## config.mk

```make
export PLATFORM = sky130hd
export DESIGN_NAME = mem_read_arbiter_flat
export DESIGN_NICKNAME = d
export VERILOG_FILES = /design/src/rtl/mem_read_arbiter_pkg.sv /design/src/rtl/mem_read_arbiter_if.sv /design/src/rtl/mem_read_arbiter_rr_arbiter2.sv /design/src/rtl/mem_read_arbiter.sv /design/src/flat_wrapper.sv
export SDC_FILE = /design/constraint.sdc
export NUM_CORES = 1
export LEC_CHECK = 0
export BUFFER_PORTS_ARGS = -buffer_cell sky130_fd_sc_hd__buf_2
export CAP_MARGIN = 20
export CORE_MARGIN = 1.5
export CORE_UTILIZATION = 40
export CTS_BUF_LIST = sky130_fd_sc_hd__clkbuf_16
export DETAILED_ROUTE_END_ITERATION = 16
export PLACE_DENSITY_LB_ADDON = 0.2
export SKIP_CTS_REPAIR_TIMING = 1
export SLEW_MARGIN = 30
export SYNTH_ARGS = -nofsm -noshare
export SYNTH_HDL_FRONTEND = slang
export SYNTH_SLANG_ARGS = --single-unit
```

## constraint.sdc

```tcl
create_clock -name clk -period 2 [get_ports clk]
set_input_delay 0.1 -clock clk [delete_from_list [all_inputs] [get_ports clk]]
set_output_delay 0.1 -clock clk [all_outputs]
set_load 0.02 [all_outputs]
```

## src/rtl/mem_read_arbiter_pkg.sv

```systemverilog
// Shared types and constants for the IC/DC memory read-channel arbiter.
package mem_read_arbiter_pkg;

  localparam int unsigned ADDR_WIDTH = 26;
  localparam int unsigned DATA_WIDTH = 32;
  localparam int unsigned LEN_WIDTH  = 4;
  localparam int unsigned ID_WIDTH   = 4;

  typedef enum logic [1:0] {
    ARB_IDLE = 2'd0,
    ARB_ADDR = 2'd1,
    ARB_DATA = 2'd2
  } arb_state_e;

  typedef enum logic {
    OWNER_IC = 1'b0,
    OWNER_DC = 1'b1
  } arb_owner_e;

  localparam logic [ID_WIDTH-1:0] ARID_ICACHE = 4'd0;
  localparam logic [ID_WIDTH-1:0] ARID_DCACHE = 4'd1;

  typedef struct packed {
    logic [ADDR_WIDTH-1:0] addr;
    logic [LEN_WIDTH-1:0]  len;
  } ar_req_t;

  // A zero beat count is treated as a single-beat burst.
  function automatic logic [LEN_WIDTH-1:0] norm_len(input logic [LEN_WIDTH-1:0] len);
    return (len == '0) ? LEN_WIDTH'(1) : len;
  endfunction

  function automatic logic [ID_WIDTH-1:0] owner_id(input arb_owner_e owner);
    return (owner == OWNER_DC) ? ARID_DCACHE : ARID_ICACHE;
  endfunction

endpackage

```

## src/rtl/mem_read_arbiter_if.sv

```systemverilog
// Cache-side and memory-side read channel signals bundled for the arbiter.
interface mem_read_arbiter_if;
  import mem_read_arbiter_pkg::*;

  logic                  ic_arvalid;
  logic [ADDR_WIDTH-1:0] ic_araddr;
  logic [LEN_WIDTH-1:0]  ic_arlen;
  logic                  ic_arready;
  logic                  ic_rvalid;
  logic                  dc_arvalid;
  logic [ADDR_WIDTH-1:0] dc_araddr;
  logic [LEN_WIDTH-1:0]  dc_arlen;
  logic                  dc_arready;
  logic                  dc_rvalid;
  logic [DATA_WIDTH-1:0] r_data;
  logic                  mem_arvalid;
  logic [ADDR_WIDTH-1:0] mem_araddr;
  logic [LEN_WIDTH-1:0]  mem_arlen;
  logic [ID_WIDTH-1:0]   mem_arid;
  logic                  mem_arready;
  logic                  mem_rvalid;
  logic [DATA_WIDTH-1:0] mem_rdata;
  logic                  mem_rready;
  logic                  err_stray_r;

  // Arbiter view: serves the caches and masters the memory channel.
  modport slave (
    input  ic_arvalid, ic_araddr, ic_arlen,
    input  dc_arvalid, dc_araddr, dc_arlen,
    input  mem_arready, mem_rvalid, mem_rdata,
    output ic_arready, ic_rvalid, dc_arready, dc_rvalid, r_data,
    output mem_arvalid, mem_araddr, mem_arlen, mem_arid, mem_rready,
    output err_stray_r
  );

  // Environment view: the two caches plus the memory controller.
  modport master (
    output ic_arvalid, ic_araddr, ic_arlen,
    output dc_arvalid, dc_araddr, dc_arlen,
    output mem_arready, mem_rvalid, mem_rdata,
    input  ic_arready, ic_rvalid, dc_arready, dc_rvalid, r_data,
    input  mem_arvalid, mem_araddr, mem_arlen, mem_arid, mem_rready,
    input  err_stray_r
  );

endinterface

```

## src/rtl/mem_read_arbiter_rr_arbiter2.sv

```systemverilog
// Two-input round-robin picker; remembers the last served requester.
module rr_arbiter2
  import mem_read_arbiter_pkg::*;
(
  input  logic       clk,
  input  logic       rst_n,
  input  logic       req_ic_i,
  input  logic       req_dc_i,
  input  logic       grant_en_i,
  input  logic       update_i,
  input  arb_owner_e update_owner_i,
  output logic       gnt_valid_o,
  output arb_owner_e gnt_owner_o
);

  arb_owner_e last_q;
  arb_owner_e last_d;

  // Reset to IC so that DC wins the first tie.
  always_ff @(posedge clk) begin
    if (!rst_n) last_q <= OWNER_IC;
    else        last_q <= last_d;
  end

  assign last_d = update_i ? update_owner_i : last_q;

  always_comb begin
    gnt_valid_o = grant_en_i && (req_ic_i || req_dc_i);
    gnt_owner_o = OWNER_IC;
    if (req_ic_i && req_dc_i) gnt_owner_o = (last_q == OWNER_IC) ? OWNER_DC : OWNER_IC;
    else if (req_dc_i)        gnt_owner_o = OWNER_DC;
  end

endmodule

```

## src/rtl/mem_read_arbiter.sv

```systemverilog
// Shares one memory read channel between IC and DC, one burst outstanding at a time.
module mem_read_arbiter
  import mem_read_arbiter_pkg::*;
(
  input logic               clk,
  input logic               rst_n,
  mem_read_arbiter_if.slave bus
);

  arb_state_e           state_q, state_d;
  arb_owner_e           owner_q, owner_d;
  ar_req_t              req_q, req_d;
  logic [LEN_WIDTH-1:0] beat_q, beat_d;
  logic                 err_q, err_d;

  logic       gnt_valid;
  arb_owner_e gnt_owner;
  logic       burst_done;

  rr_arbiter2 u_rr (
    .clk            (clk),
    .rst_n          (rst_n),
    .req_ic_i       (bus.ic_arvalid),
    .req_dc_i       (bus.dc_arvalid),
    .grant_en_i     (state_q == ARB_IDLE),
    .update_i       (burst_done),
    .update_owner_i (owner_q),
    .gnt_valid_o    (gnt_valid),
    .gnt_owner_o    (gnt_owner)
  );

  assign burst_done = (state_q == ARB_DATA) && bus.mem_rvalid
                      && (beat_q == (req_q.len - LEN_WIDTH'(1)));

  always_ff @(posedge clk) begin
    if (!rst_n) begin
      state_q <= ARB_IDLE;
      owner_q <= OWNER_IC;
      req_q   <= '0;
      beat_q  <= '0;
      err_q   <= 1'b0;
    end else begin
      state_q <= state_d;
      owner_q <= owner_d;
      req_q   <= req_d;
      beat_q  <= beat_d;
      err_q   <= err_d;
    end
  end

  always_comb begin
    state_d = state_q;
    owner_d = owner_q;
    req_d   = req_q;
    beat_d  = beat_q;
    // Any beat outside a data phase belongs to nobody and is flagged.
    err_d   = err_q || (bus.mem_rvalid && (state_q != ARB_DATA));

    bus.ic_arready  = 1'b0;
    bus.dc_arready  = 1'b0;
    bus.ic_rvalid   = 1'b0;
    bus.dc_rvalid   = 1'b0;
    bus.mem_arvalid = 1'b0;
    bus.mem_araddr  = req_q.addr;
    bus.mem_arlen   = req_q.len;
    bus.mem_arid    = owner_id(owner_q);
    bus.mem_rready  = 1'b1;
    bus.r_data      = bus.mem_rdata;
    bus.err_stray_r = err_q;

    unique case (state_q)
      ARB_IDLE: begin
        if (gnt_valid) begin
          owner_d = gnt_owner;
          if (gnt_owner == OWNER_DC) begin
            req_d.addr = bus.dc_araddr;
            req_d.len  = norm_len(bus.dc_arlen);
          end else begin
            req_d.addr = bus.ic_araddr;
            req_d.len  = norm_len(bus.ic_arlen);
          end
          state_d = ARB_ADDR;
        end
      end
      ARB_ADDR: begin
        bus.mem_arvalid = 1'b1;
        bus.ic_arready  = (owner_q == OWNER_IC) && bus.mem_arready;
        bus.dc_arready  = (owner_q == OWNER_DC) && bus.mem_arready;
        if (bus.mem_arready) begin
          state_d = ARB_DATA;
          beat_d  = '0;
        end
      end
      ARB_DATA: begin
        bus.ic_rvalid = (owner_q == OWNER_IC) && bus.mem_rvalid;
        bus.dc_rvalid = (owner_q == OWNER_DC) && bus.mem_rvalid;
        if (burst_done) begin
          state_d = ARB_IDLE;
          beat_d  = '0;
        end else if (bus.mem_rvalid) begin
          beat_d = beat_q + LEN_WIDTH'(1);
        end
      end
      default: state_d = ARB_IDLE;
    endcase
  end

endmodule

```

## src/flat_wrapper.sv

```systemverilog
// flat-port wrapper written by rule: the top's interface ports become plain ports
module mem_read_arbiter_flat import mem_read_arbiter_pkg::*;
  (clk, rst_n, bus_ic_arvalid, bus_ic_araddr, bus_ic_arlen, bus_dc_arvalid, bus_dc_araddr, bus_dc_arlen, bus_mem_arready, bus_mem_rvalid, bus_mem_rdata, bus_ic_arready, bus_ic_rvalid, bus_dc_arready, bus_dc_rvalid, bus_r_data, bus_mem_arvalid, bus_mem_araddr, bus_mem_arlen, bus_mem_arid, bus_mem_rready, bus_err_stray_r);
  mem_read_arbiter_if bus_i ();
  input logic clk;
  input logic rst_n;
  input wire logic [$bits(bus_i.ic_arvalid)-1:0] bus_ic_arvalid;
  input wire logic [$bits(bus_i.ic_araddr)-1:0] bus_ic_araddr;
  input wire logic [$bits(bus_i.ic_arlen)-1:0] bus_ic_arlen;
  input wire logic [$bits(bus_i.dc_arvalid)-1:0] bus_dc_arvalid;
  input wire logic [$bits(bus_i.dc_araddr)-1:0] bus_dc_araddr;
  input wire logic [$bits(bus_i.dc_arlen)-1:0] bus_dc_arlen;
  input wire logic [$bits(bus_i.mem_arready)-1:0] bus_mem_arready;
  input wire logic [$bits(bus_i.mem_rvalid)-1:0] bus_mem_rvalid;
  input wire logic [$bits(bus_i.mem_rdata)-1:0] bus_mem_rdata;
  output wire logic [$bits(bus_i.ic_arready)-1:0] bus_ic_arready;
  output wire logic [$bits(bus_i.ic_rvalid)-1:0] bus_ic_rvalid;
  output wire logic [$bits(bus_i.dc_arready)-1:0] bus_dc_arready;
  output wire logic [$bits(bus_i.dc_rvalid)-1:0] bus_dc_rvalid;
  output wire logic [$bits(bus_i.r_data)-1:0] bus_r_data;
  output wire logic [$bits(bus_i.mem_arvalid)-1:0] bus_mem_arvalid;
  output wire logic [$bits(bus_i.mem_araddr)-1:0] bus_mem_araddr;
  output wire logic [$bits(bus_i.mem_arlen)-1:0] bus_mem_arlen;
  output wire logic [$bits(bus_i.mem_arid)-1:0] bus_mem_arid;
  output wire logic [$bits(bus_i.mem_rready)-1:0] bus_mem_rready;
  output wire logic [$bits(bus_i.err_stray_r)-1:0] bus_err_stray_r;
  assign bus_i.ic_arvalid = bus_ic_arvalid;
  assign bus_i.ic_araddr = bus_ic_araddr;
  assign bus_i.ic_arlen = bus_ic_arlen;
  assign bus_i.dc_arvalid = bus_dc_arvalid;
  assign bus_i.dc_araddr = bus_dc_araddr;
  assign bus_i.dc_arlen = bus_dc_arlen;
  assign bus_i.mem_arready = bus_mem_arready;
  assign bus_i.mem_rvalid = bus_mem_rvalid;
  assign bus_i.mem_rdata = bus_mem_rdata;
  assign bus_ic_arready = bus_i.ic_arready;
  assign bus_ic_rvalid = bus_i.ic_rvalid;
  assign bus_dc_arready = bus_i.dc_arready;
  assign bus_dc_rvalid = bus_i.dc_rvalid;
  assign bus_r_data = bus_i.r_data;
  assign bus_mem_arvalid = bus_i.mem_arvalid;
  assign bus_mem_araddr = bus_i.mem_araddr;
  assign bus_mem_arlen = bus_i.mem_arlen;
  assign bus_mem_arid = bus_i.mem_arid;
  assign bus_mem_rready = bus_i.mem_rready;
  assign bus_err_stray_r = bus_i.err_stray_r;
  mem_read_arbiter u_core (.clk(clk), .rst_n(rst_n), .bus(bus_i));
endmodule
```

Yosys cells after proc, flatten, opt, wreduce, memory -nomap -nowiden:

Cells that the tools add are included.

* add/sub/neg operators: 2
* eq/ne operators: 8
* multiplexer cells: 20
* bitwise logic cells: 1
* reduce and logical (&&, ||, !) cells: 18

Operator list (number)
* 2-to-1 mux 30 bit: 1
* 2-to-1 mux 4 bit: 5
* logical AND 1 bit: 9
* 2-to-1 mux 1 bit: 9
* zero test 4 bit: 2
* case mux 4 bit (2 select lines): 1
* 2-to-1 mux 2 bit: 3
* != test 2 bit (second input constant): 3
* case mux 2 bit (3 select lines): 1
* AND reduction 3 bit: 2
* adder 4 x 1 -> 4 bit (second input constant): 1
* == test 4 bit: 1
* subtractor 4 x 1 -> 4 bit (second input constant): 1
* != test 3 bit (second input constant): 1
* == test 2 x 1 -> 1 bit (second input constant): 1
* == test 2 bit (second input constant): 1
* zero test 2 bit: 1
* logical OR 1 bit: 2
* != test 2 x 1 -> 1 bit (second input constant): 1
* AND reduction 2 bit: 1
* nonzero test 2 bit: 1
* inverter 1 bit: 1

* register bits: 39
* bits of input ports: 98
* output and inout bits: 73
* logic and storage cells: 56

Depth between registers and ports, before layout:

Gate-level depths: netlist of the first run.

* word-level depth: 5
* gate-level depth with buffers: 6
* gate-level depth less buffers: 6

By module:

A second synthesis of the first run with hierarchy kept.

* cells, all modules: 237
* area, all modules: 2230.9 um^2

By module, submodules not included
* mem_read_arbiter: times used 1, cells an instance 232, area each 2179.6 um^2, sequential area each 760.7 um^2
* rr_arbiter2: times used 1, cells an instance 5, area each 51.3 um^2, sequential area each 20.0 um^2

Least setup slack after synthesis of the first run:

OpenSTA, ideal clock, no wires.

* path kind: register to register
* from: register u_core.req_q, in the netlist u_core.bus.mem_arlen[0]
* to: register u_core.u_rr.last_q
* arrival time: 1.485 ns
* data required time: 1.928 ns
* path slack: 0.444 ns
* cell stages (with the launch flop): 7
* buffers on the path: 0
* period minus slack after synthesis: 1.556 ns
* cells stage by stage: dfxtp_1 > inv_1 > ha_1 > xor2_1 > nand3_1 > nor3_2 > mux2i_1

* word-level cells in the longest chain between the ends: 3

RTL lines
* start, declared: line mem_read_arbiter.sv:12 `ar_req_t req_q, req_d;`
* start signal, assigned: line mem_read_arbiter.sv:45 `req_q <= req_d;`
* subtractor 4 x 1 -> 4 bit: line mem_read_arbiter.sv:33 `&& (beat_q == (req_q.len - LEN_WIDTH'(1)));`
* == test 4 bit: line mem_read_arbiter.sv:33
* logical AND 1 bit: line mem_read_arbiter.sv:33
* end signal, assigned: line mem_read_arbiter_rr_arbiter2.sv:22 `else last_q <= last_d;`
* end, declared: line mem_read_arbiter_rr_arbiter2.sv:16 `arb_owner_e last_q;`

Every way passes these cells.
A chain may end at the register's enable or synchronous reset.

Worst setup path in the final report of the first run:

Same ends and word-level chain as after synthesis.

==> results of run 1 <==
==> stage by stage <==
| step | worst slack (ps) | instances |
|---|---|---|
| finish | 440.0 | 378 |
| CTS | 425.2 | 378 |
| global placement | 517.7 | 370 |
| detailed placement | 442.2 | 370 |
| floorplan | 443.8 | 239 |
| global route | 295.5 | 378 |
==> critical path, cell delays in order (launching register included) <==
cell and delay [ps]:
dfxtp_1 400, inv_1 60, ha_1 300, xor2_1 140, nand3_1 120, nor3_2 260, mux2i_1 210
==> cell type report <==
class / instances / area share, %
clock buffers: 5 / 4.613
repair buffers: 108 / 20.94
well taps: 72 / 3.321
clock inverters: 3 / 0.4151
multi-input cells: 145 / 41.10
inverters: 6 / 0.8303
flip-flops and latches: 39 / 28.78
==> sequential cells by signal (all words and copies together) (netlist names) <==
signal	count
u_core.state_q	2
u_core.u_rr.last_q	1
u_core.owner_q	1
u_core.bus.mem_araddr	26
u_core.beat_q	4
u_core.bus.mem_arlen	4
u_core.bus.err_stray_r	1
==> where the power goes <==
| group | leakage [nW] | total (mW) | switching, mW | internal [mW] |
|---|---|---|---|---|
| clock | 0.0701 | 0.731 | 0.283 | 0.448 |
| combinational | 0.939 | 0.617 | 0.361 | 0.256 |
| sequential | 0.323 | 0.917 | 0.0536 | 0.864 |
==> metal layers <==
layer,up-vias,GRT usage [%],share of wire (%)
met2,59,26.43,49
met3,2,4.588,6.7
met4,0,5.357,0.44
met5,-,0,0
met1,815,18.94,44
li1,927,-,-
==> cells in the final DEF, fill, tap and decap left out, types with 2 or more instances in the layout <==
cell type,count
a211oi_1,12
a211oi_2,17
a21oi_1,3
and3_1,2
buf_2,102
buf_4,5
clkbuf_16,5
clkinv_1,3
conb_1,4
dfxtp_1,39
ha_1,2
inv_1,6
mux2i_1,31
nand2_1,4
nand2b_1,2
nand3_1,3
nand3b_2,2
nand4_1,2
nor2_1,37
nor3_1,3
xnor2_1,2
xor2_1,2
==> logic make-up (layout without fill, tap and decap cells) <==
| group | after synthesis | count (layout) | share of synthesized area (%) |
|---|---|---|---|
| and+or+nand+nor | 63 | 63 | 13.81 |
| adders and majority gates | 2 | 2 | 1.113 |
| DFF | 39 | 39 | 34.74 |
| AOI/OAI and AO/OA | 40 | 40 | 17.65 |
| buffers and inverters | 55 | 122 | 15.98 |
| xor gates and xnor gates | 5 | 5 | 2.561 |
| other | 2 | 4 | 0.3342 |
| muxes | 31 | 31 | 13.81 |
==> worst paths after layout <==
| check | startpoint | to | slack [ps] | depth (start not counted) |
|---|---|---|---|---|
| worst max register to register | u_core.bus.mem_arlen[0]$_SDFFE_PN0P_ | u_core.u_rr.last_q$_SDFFE_PN0P_ | 440 | 6 |
| worst min-delay path | bus_mem_rvalid | u_core.state_q[1]$_SDFFE_PN0P_ | 60 | 2 |
| worst max-delay path | u_core.bus.mem_arlen[0]$_SDFFE_PN0P_ | u_core.u_rr.last_q$_SDFFE_PN0P_ | 440 | 6 |
| worst min register to register | u_core.bus.err_stray_r$_SDFF_PN0_ | u_core.bus.err_stray_r$_SDFF_PN0_ | 470 | 2 |
==> impl_metrics.json, run 1 <==
{
  "clkLatencyLatePin_ps": 270,
  "place_hpwl_mm": 3.607,
  "cts_tree": "built",
  "drc_errors": 0,
  "yosys.area.top_type": "dfxtp_1",
  "period_minus_slack_ps": 1560,
  "placed_area_um2": 2576,
  "cts.clk_slew.worst_paths_ps": 60,
  "postRouteAntennaNets": 0,
  "netlist.area_leader.share_pct": 34.74,
  "finalCritPeriodShare_pct": 78.00,
  "antenna_found_initial": 0,
  "power.leakage_nw": 1.332,
  "worstPathMaxFanout": 5,
  "cp-end-kind": "register",
  "htree_levels": 2,
  "drt-initial-drc-count": 62,
  "synth-seq-area-share_pct": 34.74,
  "synthCells": 237,
  "die_w_um": 77.95,
  "wl_mm": 4.747,
  "worstSetupStartpointType": "register",
  "fin_tns_setup_ps": 0,
  "ys_seq_elements": 39,
  "synth.avg_cell_area_um2": 9.482,
  "peakVddDrop_mv": 0.3907,
  "slew_viol_final": 0,
  "postSynth.asyncResetShare_pct": 0,
  "firstDrtPassIters": 4,
  "ys_warn_count": 0,
  "regArea_um2": 780.7,
  "cts-root-buf": "clkbuf_16",
  "core-area_um2": 5473,
  "multi_input_area_um2": 1115,
  "die_y_um": 77.95,
  "diodes": 0,
  "port-buffer-count": 102,
  "synthesis.area_um2": 2247,
  "cts.sinks": 39,
  "fillers": 547,
  "grt_first_pass_wirelength_mm": 7.603,
  "hp-class": "in2reg",
  "routedWlPerCell_um": 12.56,
  "finalPower_mw": 2.265,
  "status": "completed",
  "clockBufferDepth": 2,
  "grt_max_degree": 63,
  "fin_skew_ps": 2.309,
  "syn2layout_area_growth_pct": 20.71,
  "fin_nets": 405,
  "grt_use_total_pct": 15.67,
  "final_util_pct": 49.57,
  "synth.area.top_cells": "dfxtp_1 (35%), mux2i_1 (14%), buf_4 (13%), a211oi_2 (9.5%), nor2_1 (6.2%)",
  "pwr_density_cell_nw_per_um2": 835.1,
  "pin_count": 171,
  "setup_viol": 0,
  "dieArea_um2": 6076,
  "drive_gt1_share_pct": 45.42,
  "hold_viol": 0,
  "rsz0062_at_grt": "no",
  "arrival_ps": 1770,
  "drv_cap": 0,
  "fp-row-count": 27,
  "cp.required_ps": 2210,
  "ys.flop_type": "dfxtp_1",
  "final_cell_area_um2": 2713,
  "max_freq_ghz": 0.6410,
  "gp_congestion": 0.7077,
  "cts_made_buffers": 5,
  "vias_per_cell": 4.770,
  "worst_hold_slack_ps": 63.74,
  "crit_type": "reg2reg",
  "synth_commonest_cells": "dfxtp_1 (39), buf_4 (38), nor2_1 (37)",
  "route.vias.total": 1803,
  "start_util_pct": 41.06,
  "synth_edf_count": 0,
  "grt-ovfl-total": 0,
  "grt_pass1_vias": 1701,
  "synth.distinct_cells": 39,
  "yosysMostFrequentCell": "dfxtp_1"
}
Note: power is estimated with default switching activity, not from simulation.
==> inputs of run 2 (changes only) <==
--- a/config.mk
+++ b/config.mk
@@ -8,7 +8,7 @@
 export BUFFER_PORTS_ARGS = -buffer_cell sky130_fd_sc_hd__buf_2
 export CAP_MARGIN = 20
 export CORE_MARGIN = 1.5
-export CORE_UTILIZATION = 40
+export CORE_UTILIZATION = 36
 export CTS_BUF_LIST = sky130_fd_sc_hd__clkbuf_16
 export DETAILED_ROUTE_END_ITERATION = 16
 export PLACE_DENSITY_LB_ADDON = 0.2
==> constraint.sdc (replaced) <==
create_clock -name clk -period 1.4 [get_ports clk]
set_input_delay 0.07 -clock clk [delete_from_list [all_inputs] [get_ports clk]]
set_output_delay 0.07 -clock clk [all_outputs]
set_load 0.02 [all_outputs]
==> run 2 against run 1 <==
  * The run now ends with setup timing left
  * Largest cell class unchanged
  * Clock power grew 42%
  * Clock skew grew 1.8 ps
  * Highest routed layer unchanged
  * Setup slack lost 450 ps
  * Critical path type unchanged
==> impl_metrics.json, run 2 (synthesized netlist as in run 1, its figures left out) <==
{
  "fin_nets": 409,
  "critical-path-max-stage-delay_ps": 330,
  "start_util_pct": 37.51,
  "power.leakage_nw": 1.402,
  "syn2layout_area_growth_pct": 27.34,
  "route.vias.total": 1842,
  "drive_gt1_share_pct": 50.32,
  "worstPathCellList": "inv_2, ha_4, xor2_2, nand3_2, nor3_4, mux2i_1",
  "cts-root-buf": "clkbuf_16",
  "cts.sinks": 39,
  "largest_register_ffs": 26,
  "grt_max_degree": 41,
  "hp-class": "in2reg",
  "cp.required_ps": 1600,
  "period_minus_slack_ps": 1415,
  "grt-ovfl-total": 0,
  "worstSetupStartpointType": "register",
  "routedWlPerCell_um": 12.76,
  "vias_per_cell": 4.784,
  "critPathBufInv": 1,
  "place_hpwl_mm": 3.840,
  "swShare_pct": 30.82,
  "hold_viol": 0,
  "violations": "setup timing",
  "final_cell_mix": "buf_2 (101), nor2_1 (36), dfxtp_1 (34)",
  "wl_mm": 4.911,
  "max_freq_ghz": 0.7068,
  "slew_viol_final": 0,
  "cp-end-kind": "register",
  "fp-row-count": 28,
  "antenna_found_initial": 0,
  "rsz0062_at_grt": "yes",
  "drc_errors": 0,
  "drv_cap": 0,
  "fin_skew_ps": 4.066,
  "grt_pass1_vias": 1672,
  "slowest_stage": "dfxtp_2",
  "port-buffer-count": 102,
  "worst_hold_slack_ps": 52.86,
  "status": "finished with violations",
  "pwr_density_cell_nw_per_um2": 1163,
  "worstPathMaxFanout": 3,
  "crit_type": "reg2reg",
  "power_frac_comb_pct": 29.4,
  "clockBufferDepth": 2,
  "final_common_cell": "buf_2",
  "clkLatencyLatePin_ps": 270,
  "cts_tree": "built",
  "final_util_pct": 47.77,
  "drt-initial-drc-count": 48,
  "cts_made_buffers": 5,
  "arrival_ps": 1620,
  "diodes": 0,
  "power.switching_mw": 1.026,
  "grt_first_pass_wirelength_mm": 7.452,
  "cts.clk_slew.worst_paths_ps": 50,
  "finalPower_mw": 3.329,
  "timing.final.ws_setup_ps": -14.79,
  "internal-power_mw": 2.303,
  "die_w_um": 82.01,
  "sequentialPowerShare_pct": 39.5,
  "cp_top_family": "simple AND/OR/NAND/NOR gates",
  "core-area_um2": 5991,
  "firstDrtPassIters": 4,
  "htree_levels": 2,
  "pin_count": 171,
  "grt_use_total_pct": 14.40,
  "die_y_um": 82.01,
  "pwr-share-clk_pct": 31.1,
  "dieArea_um2": 6725,
  "gp_congestion": 0.7399,
  "setup_viol": 1,
  "postRouteAntennaNets": 0,
  "peakVddDrop_mv": 0.4538,
  "finalCritPeriodShare_pct": 101.1
}
==> run 2: cell count changes in the layout (fill, tap and decap cells not counted), moves of 2 or more <==
cell,delta
buf_12,+3
nor3_4,+2
buf_4,+2
inv_2,+2
dfxtp_1,-5
dfxtp_2,+4
inv_1,-2
==> run 2: final timing paths <==
check | start | to | slack [ps] | cells after the start
min | bus_mem_rvalid | u_core.state_q[1]$_SDFFE_PN0P_ | 50 | 2
min reg2reg | u_core.bus.err_stray_r$_SDFF_PN0_ | u_core.bus.err_stray_r$_SDFF_PN0_ | 460 | 2
max reg2reg | u_core.bus.mem_arlen[0]$_SDFFE_PN0P_ | u_core.u_rr.last_q$_SDFFE_PN0P_ | -10 | 6
max | u_core.bus.mem_arlen[0]$_SDFFE_PN0P_ | u_core.u_rr.last_q$_SDFFE_PN0P_ | -10 | 6
==> run 2: power groups by stage <==
stage | Sequential, mW | Combinational (mW) | Clock (mW)
global route | 1.33 | 1.07 | 1.11
finish | 1.32 | 0.978 | 1.04
CTS | 1.31 | 0.943 | 1.07
floorplan | 1.47 | 0.603 | 0
detailed placement | 1.33 | 0.941 | 0
global placement | 1.33 | 0.928 | 0
==> run 2: through the flow <==
step | setup TNS (ps) | instance area [um^2] | setup WS, ps | std cells
after floorplan | -53.39 | 2258 | -53.39 | 239
after global placement | 0 | 2651 | 11.75 | 377
after detailed placement | -58.44 | 2651 | -58.44 | 377
after CTS | -204.7 | 2788 | -84.66 | 385
after global routing | -188.8 | 2861 | -102.4 | 385
final | -14.79 | 2861 | -14.79 | 385
==> run 2: area by class of cell <==
cell class              count  area [um^2]
clock inverters             3        11.26
repair buffers            112        638.1
flip-flops and latches     39        789.5
clock buffers               5        125.1
inverters                   6        22.52
fillers                   596         3129
well taps                  75        93.84
multi-input cells         145         1181
==> run 2: metal layers <==
metal  vias up  track usage (%)  share of wire [%]
li1        936                -                  -
met1       826            17.66                 42
met2        76            23.69                 48
met3         4            5.667                9.3
met4         0            3.220               0.71
met5         -                0                  0
